### src/rtl/mips_pkg.sv
// Shared definitions for the multicycle MIPS control path:
// opcodes, FSM states and datapath mux encodings.
package mips_pkg;

  localparam logic [5:0] OP_R    = 6'b000000;
  localparam logic [5:0] OP_LW   = 6'b100011;
  localparam logic [5:0] OP_SW   = 6'b101011;
  localparam logic [5:0] OP_BEQ  = 6'b000100;
  localparam logic [5:0] OP_ADDI = 6'b001000;
  localparam logic [5:0] OP_ORI  = 6'b001101;
  localparam logic [5:0] OP_LUI  = 6'b001111;
  localparam logic [5:0] OP_J    = 6'b000010;
  localparam logic [5:0] OP_JAL  = 6'b000011;

  typedef enum logic [3:0] {
    S_FETCH  = 4'd0,
    S_DECODE = 4'd1,
    S_MEMADR = 4'd2,
    S_MEMRD  = 4'd3,
    S_MEMWB  = 4'd4,
    S_MEMWR  = 4'd5,
    S_EXEC   = 4'd6,
    S_RWB    = 4'd7,
    S_IEXEC  = 4'd8,
    S_IWB    = 4'd9,
    S_BRANCH = 4'd10,
    S_JUMP   = 4'd11,
    S_ERROR  = 4'd12
  } state_e;

  localparam logic [1:0] SRCB_RT       = 2'b00;
  localparam logic [1:0] SRCB_FOUR     = 2'b01;
  localparam logic [1:0] SRCB_SEXT     = 2'b10;
  localparam logic [1:0] SRCB_SEXT_SH2 = 2'b11;

  localparam logic [1:0] ALUOP_ADD   = 2'b00;
  localparam logic [1:0] ALUOP_SUB   = 2'b01;
  localparam logic [1:0] ALUOP_FUNCT = 2'b10;
  localparam logic [1:0] ALUOP_IMM   = 2'b11;

  localparam logic [1:0] PCSRC_ALU    = 2'b00;
  localparam logic [1:0] PCSRC_ALUOUT = 2'b01;
  localparam logic [1:0] PCSRC_JUMP   = 2'b10;

  localparam logic [1:0] REGDST_RT = 2'b00;
  localparam logic [1:0] REGDST_RD = 2'b01;
  localparam logic [1:0] REGDST_RA = 2'b10;

  localparam logic [1:0] MTR_ALUOUT = 2'b00;
  localparam logic [1:0] MTR_MDR    = 2'b01;
  localparam logic [1:0] MTR_PC     = 2'b10;

endpackage

### src/rtl/mips_perf_counter.sv
// Free-running wrap-around event counter with
// synchronous clear and count enable.
module mips_perf_counter #(
  parameter int CNT_W = 32
) (
  input  logic             clk_i,
  input  logic             clr_i,
  input  logic             en_i,
  output logic [CNT_W-1:0] count_o
);

  logic [CNT_W-1:0] count_q;

  always_ff @(posedge clk_i) begin
    if (clr_i) begin
      count_q <= '0;
    end else if (en_i) begin
      count_q <= count_q + 1'b1;
    end
  end

  assign count_o = count_q;

endmodule

### src/rtl/mips_mc_control.sv
// Multicycle MIPS control FSM with shared memory port
// handshake, wait timeout, sticky fault and perf counters.
module mips_mc_control
  import mips_pkg::*;
#(
  parameter int CNT_W       = 32,
  parameter int MEM_TIMEOUT = 255
) (
  input  logic             clock,
  input  logic             reset,
  input  logic [5:0]       opcode,
  input  logic             zero,
  input  logic             mem_ready,
  output logic             mem_req,
  output logic             mem_we,
  output logic             iord,
  output logic             ir_write,
  output logic             regwrite,
  output logic             pc_en,
  output logic             alusrc_a,
  output logic [1:0]       alusrc_b,
  output logic [1:0]       aluop,
  output logic [1:0]       pc_src,
  output logic [1:0]       regdst,
  output logic [1:0]       memtoreg,
  output logic             fault,
  output logic [3:0]       state,
  output logic [CNT_W-1:0] cycle_count,
  output logic [CNT_W-1:0] instret
);

  localparam logic [31:0] WAIT_LIM = 32'(MEM_TIMEOUT - 1);
  localparam bit          TO_EN    = (MEM_TIMEOUT != 0);

  state_e      state_q, state_d;
  logic [31:0] wait_q, wait_d;

  logic       mem_req_c, mem_we_c, iord_c;
  logic       ir_write_c, regwrite_c;
  logic       pc_write_c, branch_c;
  logic       alusrc_a_c, fault_c, retire_c;
  logic [1:0] alusrc_b_c, aluop_c, pc_src_c;
  logic [1:0] regdst_c, memtoreg_c;
  logic       mem_st;
  logic [CNT_W-1:0] cyc_cnt, ret_cnt;

  assign mem_st = (state_q == S_FETCH) ||
                  (state_q == S_MEMRD) ||
                  (state_q == S_MEMWR);

  always_comb begin
    state_d    = state_q;
    wait_d     = '0;
    mem_req_c  = 1'b0;
    mem_we_c   = 1'b0;
    iord_c     = 1'b0;
    ir_write_c = 1'b0;
    regwrite_c = 1'b0;
    pc_write_c = 1'b0;
    branch_c   = 1'b0;
    alusrc_a_c = 1'b0;
    fault_c    = 1'b0;
    retire_c   = 1'b0;
    alusrc_b_c = SRCB_RT;
    aluop_c    = ALUOP_ADD;
    pc_src_c   = PCSRC_ALU;
    regdst_c   = REGDST_RT;
    memtoreg_c = MTR_ALUOUT;
    case (state_q)
      S_FETCH: begin
        mem_req_c  = 1'b1;
        alusrc_b_c = SRCB_FOUR;
        if (mem_ready) begin
          ir_write_c = 1'b1;
          pc_write_c = 1'b1;
          state_d    = S_DECODE;
        end
      end
      S_DECODE: begin
        alusrc_b_c = SRCB_SEXT_SH2;
        case (opcode)
          OP_LW, OP_SW:           state_d = S_MEMADR;
          OP_R:                   state_d = S_EXEC;
          OP_ADDI, OP_ORI, OP_LUI: state_d = S_IEXEC;
          OP_BEQ:                 state_d = S_BRANCH;
          OP_J, OP_JAL:           state_d = S_JUMP;
          default:                state_d = S_ERROR;
        endcase
      end
      S_MEMADR: begin
        alusrc_a_c = 1'b1;
        alusrc_b_c = SRCB_SEXT;
        state_d    = (opcode == OP_LW) ? S_MEMRD : S_MEMWR;
      end
      S_MEMRD: begin
        mem_req_c = 1'b1;
        iord_c    = 1'b1;
        if (mem_ready) state_d = S_MEMWB;
      end
      S_MEMWB: begin
        regwrite_c = 1'b1;
        memtoreg_c = MTR_MDR;
        retire_c   = 1'b1;
        state_d    = S_FETCH;
      end
      S_MEMWR: begin
        mem_req_c = 1'b1;
        mem_we_c  = 1'b1;
        iord_c    = 1'b1;
        if (mem_ready) begin
          retire_c = 1'b1;
          state_d  = S_FETCH;
        end
      end
      S_EXEC: begin
        alusrc_a_c = 1'b1;
        aluop_c    = ALUOP_FUNCT;
        state_d    = S_RWB;
      end
      S_RWB: begin
        regwrite_c = 1'b1;
        regdst_c   = REGDST_RD;
        retire_c   = 1'b1;
        state_d    = S_FETCH;
      end
      S_IEXEC: begin
        alusrc_a_c = 1'b1;
        alusrc_b_c = SRCB_SEXT;
        aluop_c    = (opcode == OP_ADDI) ? ALUOP_ADD : ALUOP_IMM;
        state_d    = S_IWB;
      end
      S_IWB: begin
        regwrite_c = 1'b1;
        retire_c   = 1'b1;
        state_d    = S_FETCH;
      end
      S_BRANCH: begin
        alusrc_a_c = 1'b1;
        aluop_c    = ALUOP_SUB;
        branch_c   = 1'b1;
        pc_src_c   = PCSRC_ALUOUT;
        retire_c   = 1'b1;
        state_d    = S_FETCH;
      end
      S_JUMP: begin
        pc_write_c = 1'b1;
        pc_src_c   = PCSRC_JUMP;
        if (opcode == OP_JAL) begin
          regwrite_c = 1'b1;
          regdst_c   = REGDST_RA;
          memtoreg_c = MTR_PC;
        end
        retire_c = 1'b1;
        state_d  = S_FETCH;
      end
      S_ERROR: fault_c = 1'b1;
      default: state_d = S_ERROR;
    endcase
    // Ready on the limit cycle still completes the access
    if (mem_st && !mem_ready) begin
      if (TO_EN && wait_q == WAIT_LIM) begin
        state_d = S_ERROR;
      end else begin
        wait_d = wait_q + 32'd1;
      end
    end
  end

  always_ff @(posedge clock) begin
    if (reset) begin
      state_q <= S_FETCH;
      wait_q  <= '0;
    end else begin
      state_q <= state_d;
      wait_q  <= wait_d;
    end
  end

  mips_perf_counter #(.CNT_W(CNT_W)) u_cyc (
    .clk_i   (clock),
    .clr_i   (reset),
    .en_i    (state_q != S_ERROR),
    .count_o (cyc_cnt)
  );

  mips_perf_counter #(.CNT_W(CNT_W)) u_ret (
    .clk_i   (clock),
    .clr_i   (reset),
    .en_i    (retire_c),
    .count_o (ret_cnt)
  );

  assign mem_req     = mem_req_c & ~reset;
  assign mem_we      = mem_we_c & ~reset;
  assign iord        = iord_c & ~reset;
  assign ir_write    = ir_write_c & ~reset;
  assign regwrite    = regwrite_c & ~reset;
  assign pc_en       = (pc_write_c | (branch_c & zero)) & ~reset;
  assign alusrc_a    = alusrc_a_c & ~reset;
  assign alusrc_b    = reset ? 2'b00 : alusrc_b_c;
  assign aluop       = reset ? 2'b00 : aluop_c;
  assign pc_src      = reset ? 2'b00 : pc_src_c;
  assign regdst      = reset ? 2'b00 : regdst_c;
  assign memtoreg    = reset ? 2'b00 : memtoreg_c;
  assign fault       = fault_c & ~reset;
  assign state       = reset ? 4'd0 : state_q;
  assign cycle_count = reset ? '0 : cyc_cnt;
  assign instret     = reset ? '0 : ret_cnt;

endmodule
### config.mk
export PLATFORM = sky130hd
export DESIGN_NAME = mips_mc_control
export DESIGN_NICKNAME = d
export VERILOG_FILES = /design/src/rtl/mips_pkg.sv /design/src/rtl/mips_perf_counter.sv /design/src/rtl/mips_mc_control.sv
export SDC_FILE = /design/constraint.sdc
export NUM_CORES = 1
export LEC_CHECK = 0
export BUFFER_PORTS_ARGS = -buffer_cell sky130_fd_sc_hd__buf_2
export CAP_MARGIN = 20
export CORE_MARGIN = 8
export CORE_UTILIZATION = 57
export CTS_CLUSTER_SIZE = 14
export DETAILED_ROUTE_END_ITERATION = 12
export PLACE_DENSITY = 0.9
export SLEW_MARGIN = 40
export SYNTH_ARGS = -nofsm -noshare
export SYNTH_HDL_FRONTEND = slang
export SYNTH_SLANG_ARGS = --single-unit
### constraint.sdc
create_clock -name clock -period 3.2 [get_ports clock]
set_input_delay 0.8 -clock clock [delete_from_list [all_inputs] [get_ports clock]]
set_output_delay 0.8 -clock clock [all_outputs]
set_load 0.05 [all_outputs]
; Word-level counts from Yosys, hierarchy flattened
; Index checks and enable logic that the tools add are counted.
[op_classes]
muxes = 35
n_bitwise = 12
eq_ne = 22
add_sub_neg = 3
n_reduce_logical = 16
[op_table]
columns = operator, n
row1 = "adder 32 x 1 -> 32 bit, second input constant", 3
row2 = two-way mux 32 bit, 2
row3 = case mux 4 bit (9 select lines), 1
row4 = "== test 32 x 8 -> 1 bit, second input constant", 1
row5 = two-way mux 4 bit, 6
row6 = "== test 4 bit, second input constant", 5
row7 = case mux 4 bit (5 select lines), 1
row8 = "== test 6 x 4 -> 1 bit, second input constant", 3
row9 = "== test 4 x 3 -> 1 bit, second input constant", 4
row10 = two-way mux 2 bit, 7
row11 = "== test 6 x 2 -> 1 bit, second input constant", 2
row12 = "== test 6 bit, second input constant", 2
row13 = case mux 2 bit (2 select lines), 3
row14 = case mux 2 bit (3 select lines), 2
row15 = OR reduction 3 bit, 4
row16 = AND 1 bit, 9
row17 = two-way mux 1 bit, 9
row18 = "== test 4 x 2 -> 1 bit, second input constant", 2
row19 = OR reduction 2 bit, 4
row20 = "== test 6 x 3 -> 1 bit, second input constant", 1
row21 = logical NOT 6 bit, 1
row22 = case mux 1 bit (2 select lines), 3
row23 = OR reduction 5 bit, 1
row24 = "== test 4 x 1 -> 1 bit, second input constant", 1
row25 = other kinds (9), 11
[totals]
ff_bits = 100
elab_cells = 92
output_inout_bits = 86

; Logic depth before layout (Yosys ltp)
[logic_depth]
depth_word = 6
ltp_mapped = 8
depth_no_buf = 7

; Cells and area by module
; From an unflattened synthesis, not the netlist that was laid out.
[hier_totals]
cells_unflattened = 728
hier_area_um2 = 5819.3
[modules_own_cells]
columns = module, instances, area_per_inst_um2, cells_per_inst, seq_area_each_um2
row1 = mips_perf_counter, 2, 1564.0, 181, 640.6
row2 = mips_mc_control, 1, 2691.3, 366, 720.7

; Least setup slack after synthesis
; OpenSTA, ideal clock, no wires.
[synth_timing]
path_kind = input -> output
start = input port reset
end = output port memtoreg[1]
arrival_time_ns = 3.423
t_required_ns = 2.400
path_stages = 3
path_slack_ns = -1.023
path_cell_list = nor2b_1 -> and3_1 -> nor3b_1
[synth_between]
elab_chain_cells = 1
[synth_lines]
columns = element, line_no
row1 = from (decl), mips_mc_control.sv:10  ; input logic reset,
row2 = two-way mux 2 bit, mips_mc_control.sv:204  ; assign memtoreg = reset ? 2'b00 : memtoreg_c;
row3 = to (decl), mips_mc_control.sv:25  ; output logic [1:0] memtoreg,
; Every way passes these cells.

; Final worst setup path
[layout_timing]
start = input port opcode[3]
end = output port regwrite
[layout_between]
elab_chain_cells = 4
[layout_lines]
columns = element, line_no
row1 = from (decl), mips_mc_control.sv:11  ; input logic [5:0] opcode,
row2 = == test 6 x 2 -> 1 bit, mips_mc_control.sv:148  ; if (opcode == OP_JAL) begin
row3 = two-way mux 1 bit, mips_mc_control.sv:148
row4 = case mux 1 bit (2 select lines), mips_mc_control.sv:69  ; case (state_q)
row5 = AND 1 bit, mips_mc_control.sv:197  ; assign regwrite = regwrite_c & ~reset;
row6 = to (decl), mips_mc_control.sv:18  ; output logic regwrite,
; Every way passes these cells.

==> flow_summary_export.csv <==
group,metric,value,unit
setup_path,worstReg2RegEnd,"u_cyc.count_o[30]$_SDFFE_PP0P_",
sta,hold_viol_final,0,
drt,vias,5357,
synthesis,synth_edf_count,0,
global_route,grt_max_degree,78,
setup_path,r2r-start,"state_q[0]$_SDFF_PP0_",
sta,rsz0062_at_grt,"no",
drt,wirelength,13800,um
setup_path,path_class,"input port to output pin",
worst_hold_path,min_to,"u_ret.count_o[31]$_SDFFE_PP0P_",
power_and_ir_drop,power,0.00250,W
global_route,grt_overflow,0,
synthesis,synth_top_area_share,35.2,%
clock_network,cts_hold_buf,0,
sta,fmax,333,MHz
layout,antenna_cells,0,
drt,drc,0,
setup_path,critPathRequiredTime,2.40,ns
setup_path,rrSetupSlack,0.54,ns
synthesis,syn-num-nets,728,
clock_network,clockRootBuffer,"clkbuf_8",
global_route,grt_use_total,20.1,%
power_and_ir_drop,worst_ir_drop_vdd,0.188,mV
clock_network,clock_latency,0.36,ns
clock_network,postCtsSetupRepairBufs,0,
drt,drtPass1Iterations,5,
worst_hold_path,hold_start,"u_ret.count_o[31]$_SDFFE_PP0P_",
synthesis,synthCells,714,
clock_network,cts_tree,"done",
floorplanning,die-area,0.0134,mm2
sta,period_needed,3.01,ns
floorplanning,die_h,116,um
placed_design,gp_congestion,0.850,
layout,finalNetCount,801,
floorplanning,rows,36,
global_route,grt_pass1_wl,22600,um
worst_hold_path,hold_path.class,"flip-flop to flip-flop",
power_and_ir_drop,power_density,384,mW/mm2
global_route,grtUsageMet2,34.4,%
clock_network,clkSinkCount,100,
placed_design,dp.final_hpwl,9990,um
layout,drive_gt1_share,17.9,%
sta,whs,0.500,ns
sta,fin_skew,0.00857,ns
sta,slew_violations,0,
clock_network,cts_resized,0,
status,status,"completed",
drt,drt-wirelength-per-cell,15.0,um
synthesis,synth_area_per_cell,7.96,um2
clock_network,cts.path.max_buffers,2,
setup_path,arrival,2.21,ns
drt,drt_iter0_markers,402,
setup_path,critical_path.max_fanout,5,
sta,slew_headroom,48.3,%
synthesis,yosys.area.top_type,"dfxtp_1",
clock_network,clkTransAtPathRegs,0.09,ns
worst_hold_path,holdPathStages,2,
drt,vias_per_cell,5.79,
layout,final_common_cell,"nor2_1",
layout,fin_area,0.00653,mm2
global_route,busiest_layer,"met2",
setup_path,critPathCaptureType,"output pin",
setup_path,crit_top_cell,"buf_2",
setup_path,slowest_delay,0.31,ns
clock_network,htree_levels,3,
layout,mostFrequentLayoutCells,"nor2_1 (104), dfxtp_1 (100), buf_2 (94)",
global_route,gr-usage-met1,24.2,%
floorplanning,die_x,116,um
synthesis,yosysWarnings,0,
sta,worst_pin_slew,0.774,ns
power_and_ir_drop,p_leak,2.57,nW
synthesis,synth_cell_type_count,58,
synthesis,synth_area_leaders,"dfxtp_1 (35%), nor2b_1 (6.9%), nor2_1 (6.9%)",
placed_design,placed_area,0.00629,mm2
run,drv_cap,0,
floorplanning,initial_core_util,58.4,%
global_route,antenna_found_initial,0,
setup_path,r2r_cells,6,
clock_network,cts_buffers,9,
synthesis,synth-seq-area-share,35.2,%
layout,area.growth.synth_to_final,14.8,%
placed_design,io_buffers,95,
synthesis,async_reset_ff_share,0,%
setup_path,start_kind,"input port",
global_route,grt_pass1_vias,4981,
floorplanning,coreArea,0.00973,mm2
drt,detail-route-antenna-nets,0,
sta,setup_viol,0,
setup_path,crit_chain,"buf_2, nor3b_1, nand3b_1, o41ai_1, a2bb2oi_1, nor2_1, buf_2",
floorplanning,ios,96,
synthesis,synth-main-ff-cell,"dfxtp_1",
global_route,use_met3,4.53,%
setup_path,cp_slowest_cell,"o41ai_1",
synthesis,synth_area,0.00569,mm2
sta,fin_crit_sh,94.0,%
synthesis,synth-seq-cells,100,
==> flip-flops by register name, indices dropped and copies added (netlist names) <==
signal,cells
wait_q,32
state_q,4
u_ret.count_o,32
u_cyc.count_o,32
==> report_power, final <==
group	switching [W]	internal, W	leakage, nW
clock network	0.000434	0.000485	0.112
logic	0.000207	0.0000904	1.66
registers	0.0000301	0.00126	0.807
total	0.000671	0.00183	2.57
==> layer usage <==
layer	routed length, um	vias up
met5	0	-
met4	201	0
met3	789	18
met2	6820	154
met1	6020	2525
li1	-	2660
==> metrics by stage <==
step	setup TNS, ns	setup slack (ns)	utilization, %	cells
5_1_grt	0	0.0490	67.1	925
6_report	0	0.193	67.1	925
3_5_place_dp	0	0.190	64.6	909
4_1_cts	0	0.178	67.1	925
3_3_place_gp	0	0.202	64.6	909
2_1_floorplan	-0.456	-0.228	-	714
==> how the worst max path moves through the flow <==
stage / start / endpoint / cells past startpoint
global route: opcode[3] / regwrite / 7
floorplan: reset / memtoreg[1] / 3
finish: opcode[3] / regwrite / 7
CTS: opcode[3] / regwrite / 7
detailed placement: opcode[3] / regwrite / 7
global placement: opcode[3] / regwrite / 7
==> kinds of logic (layout without fill, tap and decap cells) <==
logic type	Yosys count	after routing	share of synthesized area (%)
AOI/OAI and AO/OA	78	78	7.97
adders and majority gates	4	4	0.880
xor gates and xnor gates	53	53	8.16
muxes	20	20	3.92
and+or+nand+nor	401	401	39.6
DFF	100	100	35.2
buffers and inverters	58	136	4.29
==> layout make-up <==
type	instances	area [um2]
tap	133	166
multi-input combinational	556	3500
inverter	16	60.1
sequential	100	2000
clock inverter	5	83.8
clock buffer	11	151
timing repair buffer	104	558
fill	802	3200
==> cell usage after synthesis, types with 25 or more instances <==
| cell type | count |
|---|---|
| nand3_1 | 31 |
| nor2_1 | 104 |
| clkbuf_1 | 31 |
| nor2b_1 | 63 |
| nand4_1 | 35 |
| o21ai_0 | 25 |
| nand2_1 | 32 |
| xor2_1 | 26 |
| dfxtp_1 | 100 |
| a21oi_1 | 33 |
| and3_1 | 25 |
| xnor2_1 | 27 |
==> worst max-delay path, delay by kind of cell <==
| kind | cells | cell delay, ns |
|---|---|---|
| AOI/OAI and AO/OA | 2 | 0.42 |
| buffers and inverters | 2 | 0.40 |
| and+or+nand+nor | 3 | 0.58 |
(Power assumes the default switching activity.)
